File: config.mk
export PLATFORM = sky130hd
export DESIGN_NAME = sipo
export DESIGN_NICKNAME = d
export VERILOG_FILES = /design/src/rtl/uart_pkg.sv /design/src/rtl/sync_2ff.sv /design/src/rtl/sipo.sv
export SDC_FILE = /design/constraint.sdc
export NUM_CORES = 1
export LEC_CHECK = 0
export CORE_MARGIN = 2
export CORE_UTILIZATION = 57
export DETAILED_ROUTE_END_ITERATION = 8
export PLACE_DENSITY = 0.83
export SKIP_LAST_GASP = 1
export SYNTH_ARGS = -nofsm -noshare
export SYNTH_HDL_FRONTEND = slang
export SYNTH_SLANG_ARGS = --single-unit
File: constraint.sdc
create_clock -name clk -period 5 [get_ports clk]
set_clock_uncertainty 0.1 [all_clocks]
set_input_delay 1 -clock clk [delete_from_list [all_inputs] [get_ports clk]]
set_output_delay 1 -clock clk [all_outputs]
set_load 0.1 [all_outputs]
File: src/rtl/uart_pkg.sv
// uart_pkg: definitions shared by the UART transmit (piso) and receive (sipo)
// paths.
//   FRAME_W    : bits per serial frame (start + 8 data + parity + stop)
//   START_BIT  : frame index of the start bit
//   PARITY_BIT : frame index of the parity bit
//   STOP_BIT   : frame index of the stop bit
//   rx_state_t : receive FSM states
package uart_pkg;

  localparam int FRAME_W    = 11;
  localparam int START_BIT  = 0;
  localparam int PARITY_BIT = 9;
  localparam int STOP_BIT   = 10;

  typedef enum logic [1:0] {
    IDLE  = 2'd0,
    START = 2'd1,
    DATA  = 2'd2,
    STOP  = 2'd3
  } rx_state_t;

endpackage : uart_pkg

File: src/rtl/sync_2ff.sv
// sync_2ff: two-flop synchronizer for a single asynchronous input bit.
// The first flop may go metastable; the second gives it a full clock period
// to settle before the value is used.
// Ports:
//   clk : system clock, rising edge
//   rst : asynchronous, active-low reset; both flops load RESET_VAL
//   d   : asynchronous input
//   q   : synchronized output (two clocks of latency)
module sync_2ff #(
  parameter logic RESET_VAL = 1'b1
) (
  input  logic clk,
  input  logic rst,
  input  logic d,
  output logic q
);

  logic meta;

  always_ff @(posedge clk or negedge rst) begin
    if (!rst) begin
      meta <= RESET_VAL;
      q    <= RESET_VAL;
    end else begin
      meta <= d;
      q    <= meta;
    end
  end

endmodule : sync_2ff

File: src/rtl/sipo.sv
// sipo: UART receive deserializer.
// Oversamples the synchronized serial line on baud_tick strobes, validates the
// start bit at its centre, then samples every following bit at its centre and
// shifts it in. On the stop-bit sample the whole frame is presented on frame
// with a one-clock rx_done strobe and a stop-bit error flag.
// Ports:
//   clk        : system clock, rising edge
//   rst        : asynchronous, active-low reset
//   baud_tick  : one-clock strobe at OVERSAMPLE x baud rate
//   data_tx    : serial line from the transmitter, idles high
//   frame      : received frame; [0]=start, [8:1]=data LSB first,
//                [9]=parity, [10]=stop. Holds between frames.
//   rx_active  : high from start-bit detection until the stop-bit sample
//   rx_done    : one-clock pulse, frame (and stop_error) just updated
//   stop_error : stop bit was sampled low; updated with rx_done, then held
//
// Handshake: rx_done is a pure valid strobe with no ready; the consumer must
// capture frame on the clock where rx_done is high or rely on frame holding
// its value until the next rx_done.
module sipo
  import uart_pkg::*;
#(
  parameter int OVERSAMPLE = 16
) (
  input  logic               clk,
  input  logic               rst,
  input  logic               baud_tick,
  input  logic               data_tx,
  output logic [FRAME_W-1:0] frame,
  output logic               rx_active,
  output logic               rx_done,
  output logic               stop_error
);

  localparam int TICK_W = $clog2(OVERSAMPLE);
  localparam int BIT_W  = $clog2(FRAME_W);

  // Tick counts at which a sample is taken: half a bit after the start edge
  // (start-bit centre), then a full bit period between successive centres.
  localparam logic [TICK_W-1:0] HALF_LAST = TICK_W'(OVERSAMPLE / 2 - 1);
  localparam logic [TICK_W-1:0] FULL_LAST = TICK_W'(OVERSAMPLE - 1);

  // Synchronized line; idles high so reset does not look like a start bit.
  logic line_s;

  sync_2ff #(
    .RESET_VAL (1'b1)
  ) u_sync (
    .clk (clk),
    .rst (rst),
    .d   (data_tx),
    .q   (line_s)
  );

  // Registered state and its next-value counterparts.
  rx_state_t              state,      state_n;
  logic [TICK_W-1:0]      tick_cnt,   tick_cnt_n;
  logic [BIT_W-1:0]       bit_cnt,    bit_cnt_n;
  // Holds start, data and parity bits (everything but the stop bit), which
  // arrives last and is merged directly into frame on completion.
  logic [FRAME_W-2:0]     shreg,      shreg_n;
  logic [FRAME_W-1:0]     frame_q,    frame_n;
  logic                   active_q,   active_n;
  logic                   done_q,     done_n;
  logic                   err_q,      err_n;

  always_ff @(posedge clk or negedge rst) begin
    if (!rst) begin
      state    <= IDLE;
      tick_cnt <= '0;
      bit_cnt  <= '0;
      shreg    <= '0;
      frame_q  <= '0;
      active_q <= 1'b0;
      done_q   <= 1'b0;
      err_q    <= 1'b0;
    end else begin
      state    <= state_n;
      tick_cnt <= tick_cnt_n;
      bit_cnt  <= bit_cnt_n;
      shreg    <= shreg_n;
      frame_q  <= frame_n;
      active_q <= active_n;
      done_q   <= done_n;
      err_q    <= err_n;
    end
  end

  always_comb begin
    state_n    = state;
    tick_cnt_n = tick_cnt;
    bit_cnt_n  = bit_cnt;
    shreg_n    = shreg;
    frame_n    = frame_q;
    active_n   = active_q;
    err_n      = err_q;
    // rx_done is the only thing that changes without a tick: it self-clears.
    done_n     = 1'b0;

    if (baud_tick) begin
      unique case (state)
        IDLE: begin
          if (!line_s) begin
            state_n    = START;
            tick_cnt_n = '0;
            active_n   = 1'b1;
          end
        end

        START: begin
          if (tick_cnt == HALF_LAST) begin
            tick_cnt_n = '0;
            if (!line_s) begin
              // Still low at the start-bit centre: a real start bit.
              shreg_n   = {line_s, shreg[FRAME_W-2:1]};
              bit_cnt_n = BIT_W'(START_BIT + 1);
              state_n   = DATA;
            end else begin
              // Line went back high: a glitch. Frame outputs are untouched.
              state_n  = IDLE;
              active_n = 1'b0;
            end
          end else begin
            tick_cnt_n = tick_cnt + 1'b1;
          end
        end

        DATA: begin
          if (tick_cnt == FULL_LAST) begin
            shreg_n    = {line_s, shreg[FRAME_W-2:1]};
            tick_cnt_n = '0;
            bit_cnt_n  = bit_cnt + 1'b1;
            // The parity bit is the last one shifted; the stop bit follows.
            if (bit_cnt == BIT_W'(PARITY_BIT)) begin
              state_n = STOP;
            end
          end else begin
            tick_cnt_n = tick_cnt + 1'b1;
          end
        end

        STOP: begin
          if (tick_cnt == FULL_LAST) begin
            // Return to IDLE mid-stop-bit so a start bit that follows the
            // stop bit immediately is caught on its first low tick.
            frame_n    = {line_s, shreg};
            err_n      = ~line_s;
            done_n     = 1'b1;
            active_n   = 1'b0;
            tick_cnt_n = '0;
            bit_cnt_n  = '0;
            state_n    = IDLE;
          end else begin
            tick_cnt_n = tick_cnt + 1'b1;
          end
        end

        default: begin
          state_n    = IDLE;
          tick_cnt_n = '0;
          bit_cnt_n  = '0;
          active_n   = 1'b0;
        end
      endcase
    end
  end

  assign frame      = frame_q;
  assign rx_active  = active_q;
  assign rx_done    = done_q;
  assign stop_error = err_q;

endmodule : sipo

* Yosys cells after proc, flatten, opt, wreduce, memory -nomap -nowiden
Index checks and enable logic that the tools add are counted.
** Storage, ports and cells
- Register bits after elaboration :: 36
- Latch bits :: 0
- RAM bits :: 0
- Memory bits (read-only) :: 0
- Bits of input ports :: 4
- Output and inout port bits :: 14
- Logic and storage cells :: 65
- Memories kept :: 0
** Operators by class
- $add $sub $neg :: 2
- Multipliers :: 0
- Div/mod/pow operators :: 0
- Order comparisons :: 0
- Eq/ne operators :: 13
- Shifts and indexed selects :: 0
- Mux-type cells :: 28
- Bitwise gates (word level) :: 1
- Reductions and logical operators :: 11
** Operators by type and width (number)
- two-way mux 10 bit :: 3
- two-way mux 4 bit :: 7
- case mux 4 bit (3 select lines) :: 2
- case mux 10 bit (2 select lines) :: 1
- AND reduction 6 bit :: 3
- two-way mux 2 bit :: 6
- inequality test 2 bit (second input constant) :: 6
- adder 4 x 1 -> 4 bit (second input constant) :: 2
- equality test 4 bit (second input constant) :: 2
- case mux 2 bit (4 select lines) :: 1
- two-way mux 1 bit :: 7
- nonzero test 3 bit :: 2
- AND reduction 5 bit :: 1
- equality test 2 bit (second input constant) :: 2
- equality test 4 x 3 -> 1 bit (second input constant) :: 1
- case mux 1 bit (3 select lines) :: 1
- AND reduction 3 bit :: 1
- equality test 2 x 1 -> 1 bit (second input constant) :: 1
- zero test 2 bit :: 1
- inequality test 2 x 1 -> 1 bit (second input constant) :: 1
- AND reduction 2 bit :: 1
- nonzero test 2 bit :: 1
- OR reduction 2 bit :: 1
- NOT 1 bit :: 1

* Depth between registers and ports, before layout
- Depth after elaboration :: 4
- Depth in mapped cells :: 6
- Depth with buffers taken out :: 5

* Hierarchy
From an unflattened synthesis, not the netlist that was laid out.
** Unflattened totals
- Cells, all modules :: 130
- Area total of the unflattened synthesis :: 1742.9 µm²
** Modules (own cells, without submodules)
- sipo :: instances 1, cells an instance 128, area each 1690.4 µm², sequential area each 850.8 µm²
- sync_2ff :: instances 1, cells an instance 2, area each 52.6 µm², sequential area each 52.6 µm²

* Worst setup path before layout
Ideal clock, no wire load.
- Path kind :: input port to flip-flop
- Start point :: input baud_tick
- End point :: register frame_q[10] (netlist: frame[10])
- Setup time :: 0.126 ns
- Arrival :: 1.879 ns
- Required time :: 4.774 ns
- Setup slack :: 2.895 ns
- Stages on the path :: 5
- Buffers on the path :: 2
- Cells stage by stage :: and3_4 -> and3_4 -> buf_6 -> buf_12 -> mux2_4
** On the way
- Word-level cells in the longest chain between the ends :: 1
** RTL lines
- start: declaration :: RTL line sipo.sv:27 : input logic baud_tick,
- AND reduction 3 bit (no line)
- end signal: assignment :: RTL line sipo.sv:82 : frame_q <= frame_n;
- end: declaration :: RTL line sipo.sv:62 : logic [FRAME_W-1:0] frame_q, frame_n;
No other way between the ends.
A chain may end at the register's enable or synchronous reset.

* Worst setup path in the final report
- Start point :: register frame_q[7] (netlist: frame[7])
- End point :: output frame[7]
** RTL lines
- end: declaration :: RTL line sipo.sv:29 : output logic [FRAME_W-1:0] frame,
No word-level cell between the ends.

==> results.cfg <==
[outcome]
status = finished clean

[min_path]
hold_start = u_sync.meta
hold_path_class = flop to flop

[global_route]
grtUsageTotal = 0.182
grt_max_degree = 37
grt_pass1_wl_um = 4670
grt_pass1_vias = 1003
antenna_found_initial = 0
grt.overflow.total = 0

[clocking]
cts_max_path_buffers = 2
clock-sinks = 36
cts_setup_buffers = 0
cts_tree = yes
clkTransAtPathRegs_ps = 120
clock_latency_ps = 340
cts_resized = 0
numCtsBuffers = 5
ctsHtreeMaxLevel = 2
ctsHoldBuffers = 0
cts_root_buffer = clkbuf_4

[final_layout]
most-common-layout-cells = 34 x dfrtp_1, 18 x mux2_4, 17 x clkdlybuf4s50_1, 6 x mux2_1, 6 x o21ai_0
ff_latch_area_um2 = 903
final_cells = 180
final_common_cell = dfrtp_1
antennaDiodeCount = 0
n_fill_cell = 231
area_growth_pct = 12.7
finalNetCount = 153
drive_gt1_frac = 0.224
multi_input_area_um2 = 743

[logic_synthesis]
post-synth-top-area-cell = dfrtp_1
synth_edf_count = 0
netlist.area_leader.share = 0.488
ys_warn_count = 0
synth_cell_types = 41
synth_ff_type = dfrtp_1
ys_seq_elements = 36
seq_area_frac_synth = 0.518
async_reset_ff_frac = 1.00
synth_nets = 137
synthTopCellsByArea = dfrtp_1 49%, mux2_4 16%, mux2_1 3.9%
netlist_area_um2 = 1740
netlist_instances = 130
postSynthAreaPerCell_um2 = 13.4

[setup_path]
cp.arrival_ps = 1850
worstPathRequired_ps = 3900
cp.buffers_inverters = 1
startpoint = frame[7]
slowest_delay_ps = 1140
crit_family = buffers and inverters
worstSetupPathType = flop to primary output
crit_chain = clkdlybuf4s50_1
worst-path-max-fanout = 2
cp_slowest_cell = clkdlybuf4s50_1
cp-start-kind = flop
end_kind = primary output

[place]
placedCellCount = 172
io_buffers = 17
gp_congestion = 0.771
hpwl_um = 1990

[timing]
hold_viol = 0
fin_crit_ps = 2950
finalMaxSlewViolations = 0
worstMarginPinSlew_ps = 974
final.setup.tns_ps = 0
fin_crit_sh = 0.590
max_freq_mhz = 339
rsz0062_at_grt = no
finalSetupViolations = 0
slew_headroom = 0.348

[detailed_routing]
detail_route.wl_per_cell_um = 15.7
ant_nets = 0
drt_wl_total_um = 2830
drt_pre_antenna_iters = 4
first_iter_violations = 28
vias = 1049
drc = 0
viasPerCell = 5.83

[die]
coreArea_um2 = 2980
start_util = 0.585
io_pins = 18
die_w_um = 59.3
die_area_um2 = 3520
fp-row-count = 20
die_y_um = 59.3

[job]
max_cap_violations = 0

[pwr]
power.leakage_nw = 0.890
ir_drop_v = 0.000262
powerDensity_nw_per_um2 = 322
==> Yosys cell counts, drive strengths merged (2+ instances only) <==
cell type / instances
dfrtp: 34
mux2: 24
buf: 8
o21ai: 7
inv: 5
nand3: 4
and3: 3
ha: 3
nand2b: 3
nand4: 3
nor2: 3
o21a: 3
a21oi: 2
a22o: 2
dfstp: 2
nand2: 2
nand4b: 2
nor2b: 2
or2: 2
==> final timing paths <==
kind	slack, ps	cells after the start	endpoint
min in group asynchronous	960	2	frame[3]
max in group asynchronous	3490	2	u_sync.q
setup / recovery	2050	1	frame[7]
hold / removal	260	0	u_sync.q
setup reg to reg	2960	3	shreg[1]
hold reg to reg	260	0	u_sync.q
==> layer usage <==
layer  global-route usage  up-vias  part of all wire
met4               0.0877        0             0.019
li1                     -      500                 -
met3               0.0437        7             0.046
met1                0.241      513              0.44
met2                0.281       29              0.49
met5                    0        -                 0
==> report_power, final <==
group	internal (W)	total (W)	switching [W]
sequential	0.000311	0.000348	0.0000371
combinational	0.0000406	0.0000835	0.0000429
clock	0.000104	0.000201	0.0000971
total	0.000456	0.000633	0.000177
==> layout make-up <==
| class | instances | area share |
|---|---|---|
| flip-flops and latches | 36 | 0.460 |
| clock buffers | 5 | 0.0191 |
| clock inverters | 3 | 0.0217 |
| inverters | 5 | 0.00955 |
| well taps | 33 | 0.0210 |
| repair buffers | 18 | 0.0904 |
| multi-input cells | 80 | 0.378 |
==> cells by family (layout without fill, tap and decap cells) <==
| group | count (synthesis) | in the layout | synth area share |
|---|---|---|---|
| buf+inv | 14 | 31 | 0.0553 |
| flops | 36 | 36 | 0.518 |
| simple gates | 32 | 32 | 0.129 |
| compound gates | 20 | 20 | 0.0768 |
| fa+ha+maj | 3 | 3 | 0.0215 |
| mux | 25 | 25 | 0.200 |
==> flip-flops by register name, indices dropped and copies added (netlist names), named ones only <==
name,count
bit_cnt,4
u_sync.q,1
frame,11
state,1
tick_cnt,4
rx_done,1
u_sync.meta,1
rx_active,1
shreg,10
stop_error,1
==> stage by stage <==
step	cell area (µm²)	setup WS [ps]	util	hold slack, ps	power (W)
3_3_place_gp	1880	2110	0.633	248	0.000428
2_1_floorplan	1740	2890	-	245	0.000419
6_report	1960	2050	0.660	262	0.000633
5_1_grt	1960	2000	0.660	266	0.000663
3_5_place_dp	1880	2050	0.633	249	0.000436
4_1_cts	1960	2020	0.660	265	0.000637
Note: power is estimated with default switching activity, not from simulation.
